**config.mk**
```make
export PLATFORM = sky130hd
export DESIGN_NAME = mem_stage_flat
export DESIGN_NICKNAME = d
export VERILOG_FILES = /design/src/rtl/mem_pkg.sv /design/src/rtl/mem_stage_if.sv /design/src/rtl/lsu_align.sv /design/src/rtl/mem_stage.sv /design/src/flat_wrapper.sv
export SDC_FILE = /design/constraint.sdc
export NUM_CORES = 1
export LEC_CHECK = 0
export ABC_CLOCK_PERIOD_IN_PS = 2600
export BUFFER_PORTS_ARGS = -buffer_cell sky130_fd_sc_hd__buf_2
export CAP_MARGIN = 25
export CORE_AREA = 10 10 145 180
export CTS_CLUSTER_DIAMETER = 30
export DETAILED_ROUTE_END_ITERATION = 8
export DIE_AREA = 0 0 155 190
export PLACE_DENSITY = 0.54
export SYNTH_ARGS = -nofsm -noshare
export SYNTH_HDL_FRONTEND = slang
export SYNTH_SLANG_ARGS = --single-unit
export TNS_END_PERCENT = 30
```
**constraint.sdc**
```tcl
create_clock -name clk -period 2.6 [get_ports clk]
set_input_delay 0.13 -clock clk [delete_from_list [all_inputs] [get_ports clk]]
set_output_delay 0.13 -clock clk [all_outputs]
set_load 0.005 [all_outputs]
```
**src/rtl/mem_pkg.sv**
```systemverilog
// Shared definitions for the memory stage: load/store funct3 codes, FSM
// state encoding, the captured access context and type-legality helpers.
package mem_pkg;

  localparam int unsigned XLEN = 32;

  // funct3 encodings for loads and stores
  localparam logic [2:0] F3_B  = 3'b000;
  localparam logic [2:0] F3_H  = 3'b001;
  localparam logic [2:0] F3_W  = 3'b010;
  localparam logic [2:0] F3_BU = 3'b100;
  localparam logic [2:0] F3_HU = 3'b101;

  typedef enum logic {
    ST_IDLE = 1'b0,
    ST_WAIT = 1'b1
  } mem_state_e;

  // Access context captured at accept; upstream may move on before the ack.
  typedef struct packed {
    logic       is_load;
    logic       reg_write;
    logic [4:0] rd;
    logic [2:0] load_type;
    logic [1:0] addr_lo;
  } acc_ctx_t;

  function automatic logic load_type_ok(input logic [2:0] f3);
    logic ok;
    case (f3)
      F3_B, F3_H, F3_W, F3_BU, F3_HU: ok = 1'b1;
      default:                        ok = 1'b0;
    endcase
    return ok;
  endfunction

  function automatic logic store_type_ok(input logic [2:0] f3);
    logic ok;
    case (f3)
      F3_B, F3_H, F3_W: ok = 1'b1;
      default:          ok = 1'b0;
    endcase
    return ok;
  endfunction

endpackage

```
**src/rtl/mem_stage_if.sv**
```systemverilog
// Data-RAM request/response bus.
//   master: dmem_req, dmem_we, dmem_addr, dmem_wdata, dmem_be out; dmem_rdata, dmem_ack in
//   slave : the mirror image
interface mem_stage_if #(
  parameter int unsigned DMEM_AW = 30
) ();
  logic               dmem_req;
  logic               dmem_we;
  logic [DMEM_AW-1:0] dmem_addr;
  logic [31:0]        dmem_wdata;
  logic [3:0]         dmem_be;
  logic [31:0]        dmem_rdata;
  logic               dmem_ack;

  modport master (
    output dmem_req, dmem_we, dmem_addr, dmem_wdata, dmem_be,
    input  dmem_rdata, dmem_ack
  );

  modport slave (
    input  dmem_req, dmem_we, dmem_addr, dmem_wdata, dmem_be,
    output dmem_rdata, dmem_ack
  );
endinterface

```
**src/rtl/lsu_align.sv**
```systemverilog
// Combinational lane logic: store byte-enables and lane replication, load
// lane shift with sign/zero extension.
//   st_addr_lo_i/st_type_i/st_data_i -> st_be_c_o, st_wdata_c_o
//   ld_addr_lo_i/ld_type_i/ld_rdata_i -> ld_data_c_o
module lsu_align
  import mem_pkg::*;
(
  input  logic [1:0]      st_addr_lo_i,
  input  logic [2:0]      st_type_i,
  input  logic [XLEN-1:0] st_data_i,
  input  logic [1:0]      ld_addr_lo_i,
  input  logic [2:0]      ld_type_i,
  input  logic [XLEN-1:0] ld_rdata_i,
  output logic [3:0]      st_be_c_o,
  output logic [XLEN-1:0] st_wdata_c_o,
  output logic [XLEN-1:0] ld_data_c_o
);

  logic [XLEN-1:0] ld_shift;

  // Store: byte/halfword replicated on every lane, enables select the lane
  always_comb begin
    st_be_c_o    = 4'b0000;
    st_wdata_c_o = st_data_i;
    case (st_type_i)
      F3_B: begin
        st_be_c_o    = 4'b0001 << st_addr_lo_i;
        st_wdata_c_o = {4{st_data_i[7:0]}};
      end
      F3_H: begin
        st_be_c_o    = 4'b0011 << {st_addr_lo_i[1], 1'b0};
        st_wdata_c_o = {2{st_data_i[15:0]}};
      end
      F3_W:    st_be_c_o = 4'b1111;
      default: st_be_c_o = 4'b0000;
    endcase
  end

  assign ld_shift = ld_rdata_i >> {ld_addr_lo_i, 3'b000};

  // Load: addressed byte lane moved to bit 0 then extended
  always_comb begin
    ld_data_c_o = '0;
    case (ld_type_i)
      F3_B:    ld_data_c_o = {{24{ld_shift[7]}}, ld_shift[7:0]};
      F3_H:    ld_data_c_o = {{16{ld_shift[15]}}, ld_shift[15:0]};
      F3_W:    ld_data_c_o = ld_shift;
      F3_BU:   ld_data_c_o = {24'd0, ld_shift[7:0]};
      F3_HU:   ld_data_c_o = {16'd0, ld_shift[15:0]};
      default: ld_data_c_o = '0;
    endcase
  end

endmodule

```
**src/rtl/mem_stage.sv**
```systemverilog
// Pipeline memory stage: passes ALU results through, issues one data-RAM
// access per load/store and waits for its ack, traps on misaligned or
// illegal accesses and on ack timeout.
//   clk, reset (sync, active low)
//   ex_* : EX/MEM payload and memory control, held by upstream while mem_stall
//   dmem : data-RAM master port
//   wb_* : registered MEM/WB outputs; mem_trap one-cycle trap pulse
module mem_stage
  import mem_pkg::*;
#(
  parameter int unsigned DMEM_AW     = 30,
  parameter int unsigned ACK_TIMEOUT = 15
) (
  input  logic        clk,
  input  logic        reset,
  input  logic        ex_valid,
  input  logic [31:0] ex_result,
  input  logic [31:0] ex_ram_address,
  input  logic [31:0] ex_store_data,
  input  logic [4:0]  ex_rd,
  input  logic        ex_reg_write,
  input  logic        ex_is_load,
  input  logic        ex_is_store,
  input  logic [2:0]  ex_load_type,
  input  logic [2:0]  ex_store_type,
  input  logic        ex_misaligned,
  output logic        mem_stall,
  mem_stage_if.master dmem,
  output logic        wb_valid,
  output logic [4:0]  wb_rd,
  output logic        wb_reg_write,
  output logic [31:0] wb_result,
  output logic        wb_is_load,
  output logic        mem_trap
);

  localparam int unsigned CNT_W = (ACK_TIMEOUT < 2) ? 1 : $clog2(ACK_TIMEOUT);

  mem_state_e         state_q, state_d;
  logic               req_q, req_d;
  logic               we_q, we_d;
  logic [DMEM_AW-1:0] addr_q, addr_d;
  logic [31:0]        wdata_q, wdata_d;
  logic [3:0]         be_q, be_d;
  acc_ctx_t           ctx_q, ctx_d;
  logic [CNT_W-1:0]   cnt_q, cnt_d;
  logic               stall_q, stall_d;
  logic               wb_valid_q, wb_valid_d;
  logic [4:0]         wb_rd_q, wb_rd_d;
  logic               wb_reg_write_q, wb_reg_write_d;
  logic [31:0]        wb_result_q, wb_result_d;
  logic               wb_is_load_q, wb_is_load_d;
  logic               trap_q, trap_d;

  logic [3:0]         st_be;
  logic [31:0]        st_wdata;
  logic [31:0]        ld_data;
  logic               mem_op;
  logic               type_ok;
  logic               timeout_hit;

  lsu_align u_align (
    .st_addr_lo_i (ex_ram_address[1:0]),
    .st_type_i    (ex_store_type),
    .st_data_i    (ex_store_data),
    .ld_addr_lo_i (ctx_q.addr_lo),
    .ld_type_i    (ctx_q.load_type),
    .ld_rdata_i   (dmem.dmem_rdata),
    .st_be_c_o    (st_be),
    .st_wdata_c_o (st_wdata),
    .ld_data_c_o  (ld_data)
  );

  assign mem_op  = ex_is_load | ex_is_store;
  // An op flagged as both load and store is treated as an illegal type
  assign type_ok = ex_is_load ? (!ex_is_store && load_type_ok(ex_load_type))
                              : store_type_ok(ex_store_type);
  // Last permitted WAIT cycle reached without ack; zero timeout never fires
  assign timeout_hit = (ACK_TIMEOUT != 0) && (cnt_q == CNT_W'(ACK_TIMEOUT - 1));

  // Next-state and registered-output logic
  always_comb begin
    state_d        = state_q;
    req_d          = req_q;
    we_d           = we_q;
    addr_d         = addr_q;
    wdata_d        = wdata_q;
    be_d           = be_q;
    ctx_d          = ctx_q;
    cnt_d          = cnt_q;
    wb_valid_d     = 1'b0;
    wb_rd_d        = 5'd0;
    wb_reg_write_d = 1'b0;
    wb_result_d    = 32'd0;
    wb_is_load_d   = 1'b0;
    trap_d         = 1'b0;

    case (state_q)
      ST_IDLE: begin
        if (ex_valid) begin
          if (!mem_op) begin
            wb_valid_d     = 1'b1;
            wb_reg_write_d = ex_reg_write;
            wb_rd_d        = ex_reg_write ? ex_rd : 5'd0;
            wb_result_d    = ex_result;
          end else if (ex_misaligned || !type_ok) begin
            wb_valid_d = 1'b1;
            trap_d     = 1'b1;
          end else begin
            req_d   = 1'b1;
            we_d    = ex_is_store;
            addr_d  = ex_ram_address[DMEM_AW+1:2];
            be_d    = ex_is_store ? st_be : 4'b1111;
            wdata_d = ex_is_store ? st_wdata : 32'd0;
            ctx_d   = '{is_load:   ex_is_load,
                        reg_write: ex_reg_write,
                        rd:        ex_rd,
                        load_type: ex_load_type,
                        addr_lo:   ex_ram_address[1:0]};
            cnt_d   = '0;
            state_d = ST_WAIT;
          end
        end
      end
      ST_WAIT: begin
        if (dmem.dmem_ack) begin
          req_d      = 1'b0;
          state_d    = ST_IDLE;
          wb_valid_d = 1'b1;
          if (ctx_q.is_load) begin
            wb_reg_write_d = ctx_q.reg_write;
            wb_rd_d        = ctx_q.reg_write ? ctx_q.rd : 5'd0;
            wb_result_d    = ld_data;
            wb_is_load_d   = 1'b1;
          end
        end else if (timeout_hit) begin
          req_d      = 1'b0;
          state_d    = ST_IDLE;
          wb_valid_d = 1'b1;
          trap_d     = 1'b1;
        end else begin
          cnt_d = cnt_q + CNT_W'(1);
        end
      end
      default: begin
        req_d   = 1'b0;
        state_d = ST_IDLE;
      end
    endcase

    stall_d = (state_d == ST_WAIT);
  end

  // State and output registers
  always_ff @(posedge clk) begin
    if (!reset) begin
      state_q        <= ST_IDLE;
      req_q          <= 1'b0;
      we_q           <= 1'b0;
      addr_q         <= '0;
      wdata_q        <= 32'd0;
      be_q           <= 4'd0;
      ctx_q          <= '0;
      cnt_q          <= '0;
      stall_q        <= 1'b0;
      wb_valid_q     <= 1'b0;
      wb_rd_q        <= 5'd0;
      wb_reg_write_q <= 1'b0;
      wb_result_q    <= 32'd0;
      wb_is_load_q   <= 1'b0;
      trap_q         <= 1'b0;
    end else begin
      state_q        <= state_d;
      req_q          <= req_d;
      we_q           <= we_d;
      addr_q         <= addr_d;
      wdata_q        <= wdata_d;
      be_q           <= be_d;
      ctx_q          <= ctx_d;
      cnt_q          <= cnt_d;
      stall_q        <= stall_d;
      wb_valid_q     <= wb_valid_d;
      wb_rd_q        <= wb_rd_d;
      wb_reg_write_q <= wb_reg_write_d;
      wb_result_q    <= wb_result_d;
      wb_is_load_q   <= wb_is_load_d;
      trap_q         <= trap_d;
    end
  end

  assign mem_stall       = stall_q;
  assign dmem.dmem_req   = req_q;
  assign dmem.dmem_we    = we_q;
  assign dmem.dmem_addr  = addr_q;
  assign dmem.dmem_wdata = wdata_q;
  assign dmem.dmem_be    = be_q;
  assign wb_valid        = wb_valid_q;
  assign wb_rd           = wb_rd_q;
  assign wb_reg_write    = wb_reg_write_q;
  assign wb_result       = wb_result_q;
  assign wb_is_load      = wb_is_load_q;
  assign mem_trap        = trap_q;

endmodule
```
**src/flat_wrapper.sv**
```systemverilog
// flat-port wrapper written by rule: the top's interface ports become plain ports
module mem_stage_flat import mem_pkg::*;
#(
  parameter int unsigned DMEM_AW     = 30,
  parameter int unsigned ACK_TIMEOUT = 15
)
  (clk, reset, ex_valid, ex_result, ex_ram_address, ex_store_data, ex_rd, ex_reg_write, ex_is_load, ex_is_store, ex_load_type, ex_store_type, ex_misaligned, mem_stall, wb_valid, wb_rd, wb_reg_write, wb_result, wb_is_load, mem_trap, dmem_dmem_req, dmem_dmem_we, dmem_dmem_addr, dmem_dmem_wdata, dmem_dmem_be, dmem_dmem_rdata, dmem_dmem_ack);
  mem_stage_if #(.DMEM_AW(DMEM_AW)) dmem_i ();
  input  logic clk;
  input  logic reset;
  input  logic ex_valid;
  input  logic [31:0] ex_result;
  input  logic [31:0] ex_ram_address;
  input  logic [31:0] ex_store_data;
  input  logic [4:0] ex_rd;
  input  logic ex_reg_write;
  input  logic ex_is_load;
  input  logic ex_is_store;
  input  logic [2:0] ex_load_type;
  input  logic [2:0] ex_store_type;
  input  logic ex_misaligned;
  output logic mem_stall;
  output logic wb_valid;
  output logic [4:0] wb_rd;
  output logic wb_reg_write;
  output logic [31:0] wb_result;
  output logic wb_is_load;
  output logic mem_trap;
  output wire logic [$bits(dmem_i.dmem_req)-1:0] dmem_dmem_req;
  output wire logic [$bits(dmem_i.dmem_we)-1:0] dmem_dmem_we;
  output wire logic [$bits(dmem_i.dmem_addr)-1:0] dmem_dmem_addr;
  output wire logic [$bits(dmem_i.dmem_wdata)-1:0] dmem_dmem_wdata;
  output wire logic [$bits(dmem_i.dmem_be)-1:0] dmem_dmem_be;
  input wire logic [$bits(dmem_i.dmem_rdata)-1:0] dmem_dmem_rdata;
  input wire logic [$bits(dmem_i.dmem_ack)-1:0] dmem_dmem_ack;
  assign dmem_dmem_req = dmem_i.dmem_req;
  assign dmem_dmem_we = dmem_i.dmem_we;
  assign dmem_dmem_addr = dmem_i.dmem_addr;
  assign dmem_dmem_wdata = dmem_i.dmem_wdata;
  assign dmem_dmem_be = dmem_i.dmem_be;
  assign dmem_i.dmem_rdata = dmem_dmem_rdata;
  assign dmem_i.dmem_ack = dmem_dmem_ack;
  mem_stage #(.DMEM_AW(DMEM_AW), .ACK_TIMEOUT(ACK_TIMEOUT)) u_core (.clk(clk), .reset(reset), .ex_valid(ex_valid), .ex_result(ex_result), .ex_ram_address(ex_ram_address), .ex_store_data(ex_store_data), .ex_rd(ex_rd), .ex_reg_write(ex_reg_write), .ex_is_load(ex_is_load), .ex_is_store(ex_is_store), .ex_load_type(ex_load_type), .ex_store_type(ex_store_type), .ex_misaligned(ex_misaligned), .mem_stall(mem_stall), .dmem(dmem_i), .wb_valid(wb_valid), .wb_rd(wb_rd), .wb_reg_write(wb_reg_write), .wb_result(wb_result), .wb_is_load(wb_is_load), .mem_trap(mem_trap));
endmodule
```
==> out/qor.csv <==
metric,value,unit
start_kind,flop,
grt_first_pass_wirelength,33400,µm
crit_family,compound AO/OA/AOI/OAI gates,
grt_use_total,0.142,
synthesis.area,5530,µm²
via_count,5582,
max_freq,0.410,GHz
grt_max_degree,86,
synth_edf_count,0,
cts_tree,yes,
hold_viol_final,0,
drtAntennaViolNets,0,
start_util,0.243,
antenna_found_initial,2,
ys_ff_latch,126,
drv_slew,0,
critical_path.max_stage_delay,560,ps
relSlewSlack,0.466,
fp.dieW,155,µm
fin_cells,1218,
yosysWarningCount,0,
status,completed,
first_iter_violations,213,
clkLatencyLatePin,410,ps
worstHoldPathCells,3,
setup_slack,160,ps
path_cells,mux4_2 > and4_4 > o21bai_4 > a221o_1 > dlygate4sd3_1,
grt_pass1_vias,6042,
port_buffers,256,
drt-total-wl,21600,µm
power_density,590,nW/µm²
fin_crit_sh,0.938,
htree_levels,4,
rr_worst_depth,5,
max_cap_viol_count,0,
ys_seq_area_frac,0.456,
clock_skew,8.11,ps
critPathBufInv,1,
place_inst,1100,
place_congestion,0.790,
ir_drop,0.427,mV
post-route-util,0.375,
worst_pin_slew,801,ps
nets,1065,
yosysUniqueCellTypes,45,
ctsLongestPathBuffers,2,
wl_per_cell,17.7,µm
leakagePower,3.86,nW
cts_sinks,126,
critPathKind,reg2reg,
synth-main-ff-cell,dfxtp_1,
critPathMaxFanout,16,
drive_above_1_share,0.332,
pin_count,257,
syn_nets,743,
finalSetupViolCount,0,
grt_remaining_overflow,0,
dieHeight,190,µm
dieArea,29500,µm²
synth_top_area_frac,0.456,
synth_area_leaders,"dfxtp_1 (46%), mux2i_1 (17%), nand2_1 (9.9%)",
core,22700,µm²
post-route-min-period,2440,ps
syn_inst,594,
synthArstFlopShare,0,
worst-path-stages,5,
viasPerCell,4.58,
rsz0062_at_grt,false,
endpoint_kind,flop,
numCtsBuffers,17,
clk_pin_slew_worst_paths,60,ps
place_area,7050,µm²
place_ws,599,ps
synth_top_area_cell,dfxtp_1,
fin_area,8530,µm²
synth_area_per_cell,9.31,µm²
hpwlAfterDp,15700,µm
cts_root_buf,clkbuf_16,
drt-pass1-iter-count,4,
drc,0,
std_cell_rows,62,
fin_setup_tns,0,ps
cpMaxStageDelayCell,dlygate4sd3_1,
worst_ep_required_time,2900,ps
area_growth_syn_to_layout,54.1,%
hold_path_class,in2reg,
arrival,2740,ps
-- layout by cell type, fill, tap and decap left out, types with 4 or more instances in the layout --
cell | Yosys | final
a211o_1 | 8 | 8
mux2_1 | 8 | 8
mux2i_1 | 93 | 93
dfxtp_1 | 126 | 126
nand2_1 | 146 | 146
o21a_1 | 4 | 4
a22oi_1 | 5 | 5
and3_1 | 4 | 4
o22ai_1 | 24 | 24
o21ai_0 | 14 | 14
a2bb2oi_1 | 8 | 8
a22o_1 | 8 | 8
nand3_1 | 15 | 15
nor2_1 | 15 | 15
clkbuf_16 | 0 | 17
nor2b_1 | 11 | 10
a221o_1 | 16 | 16
o21ai_1 | 6 | 6
buf_2 | 10 | 255
dlygate4sd3_1 | 0 | 85
buf_4 | 4 | 13
-- layer usage --
metal | GRT usage | part of all wire | wire (µm)
met1 | 0.158 | 0.42 | 8980
met2 | 0.241 | 0.47 | 10200
met5 | 0 | 0.00032 | 7
met3 | 0.0596 | 0.094 | 2030
met4 | 0.0440 | 0.015 | 330
-- worst reg2reg max path, delay by kind of cell (launching register included) --
| family | cells | cell delay (ps) |
|---|---|---|
| compound gates | 2 | 610 |
| buf+inv | 1 | 560 |
| mux | 1 | 550 |
| flops | 1 | 370 |
| simple gates | 1 | 240 |
-- cells in the mapped netlist (all sizes together) (2+ instances only) --
master and instances:
dfxtp 126, nor2b 11, nand2b 3, mux2 8, and4 3, a2bb2oi 8, buf 20, nor3 2
clkbuf 31, o31ai 2, xor2 2, nand2 146, o22ai 24, a21boi 2, mux2i 93, and3 4
inv 2, a211o 8, a22o 8, a22oi 5, a221o 16, nor2 15, nor3b 3, o21a 4
nand3 15, o21ai 20, ha 2
-- metrics by stage --
step | total power [mW] | hold slack (ps)
final | 5.03 | 15.3
after global routing | 5.25 | 20.2
after CTS | 5.12 | 1.88
after detailed placement | 2.48 | 343
after global placement | 2.48 | 334
after floorplan | 2.24 | 248
-- report_power, final --
group	switching, mW	leakage (nW)	internal (mW)
logic	0.264	2.54	0.282
registers	0.0173	1.02	1.97
clock network	0.935	0.297	1.57
total	1.22	3.86	3.82
-- path summary, 6_finish.rpt --
kind	endpoint	from	slack [ps]
max	u_core.wb_result[27]	u_core.ctx_q[1]	160
min	u_core.dmem.dmem_wdata[23]	ex_store_data[23]	20
max reg2reg	u_core.wb_result[27]	u_core.ctx_q[1]	160
min reg2reg	u_core.dmem.dmem_we	u_core.dmem.dmem_we	450
-- layout make-up --
| cell class | count | area [µm²] |
|---|---|---|
| Fill cell | 2270 | 14200 |
| Clock inverter | 12 | 159 |
| Clock buffer | 20 | 457 |
| Timing Repair Buffer | 354 | 2240 |
| Tap cell | 288 | 360 |
| Multi-Input combinational cell | 415 | 2770 |
| Sequential cell | 126 | 2520 |
| Antenna cell | 1 | 2.50 |
| Inverter | 2 | 7.51 |
-- repair_timing --
item,4_1_cts,5_1_grt
buffers inserted,0,0
hold endpoints to repair,81,0
endpoints found under the setup margin,0,7
hold buffers,85,0
resized for setup,0,2
-- logic make-up after synthesis --
family	after synthesis	share of synthesized area
AOI/OAI and AO/OA	102	0.140
xor gates and xnor gates	2	0.00317
adders and majority gates	2	0.00452
buffers and inverters	53	0.0450
DFF	126	0.456
muxes	102	0.189
and+or+nand+nor	207	0.162
-- flip-flops by register name, summed over array words and instances, names as in the netlist, 4 cells and up --
register and count:
u_core.dmem.dmem_be 4, u_core.dmem.dmem_addr 30, u_core.wb_result 32, u_core.cnt_q 4, u_core.ctx_q 12, u_core.wb_rd 5, u_core.dmem.dmem_wdata 32
(Power assumes the default switching activity.)
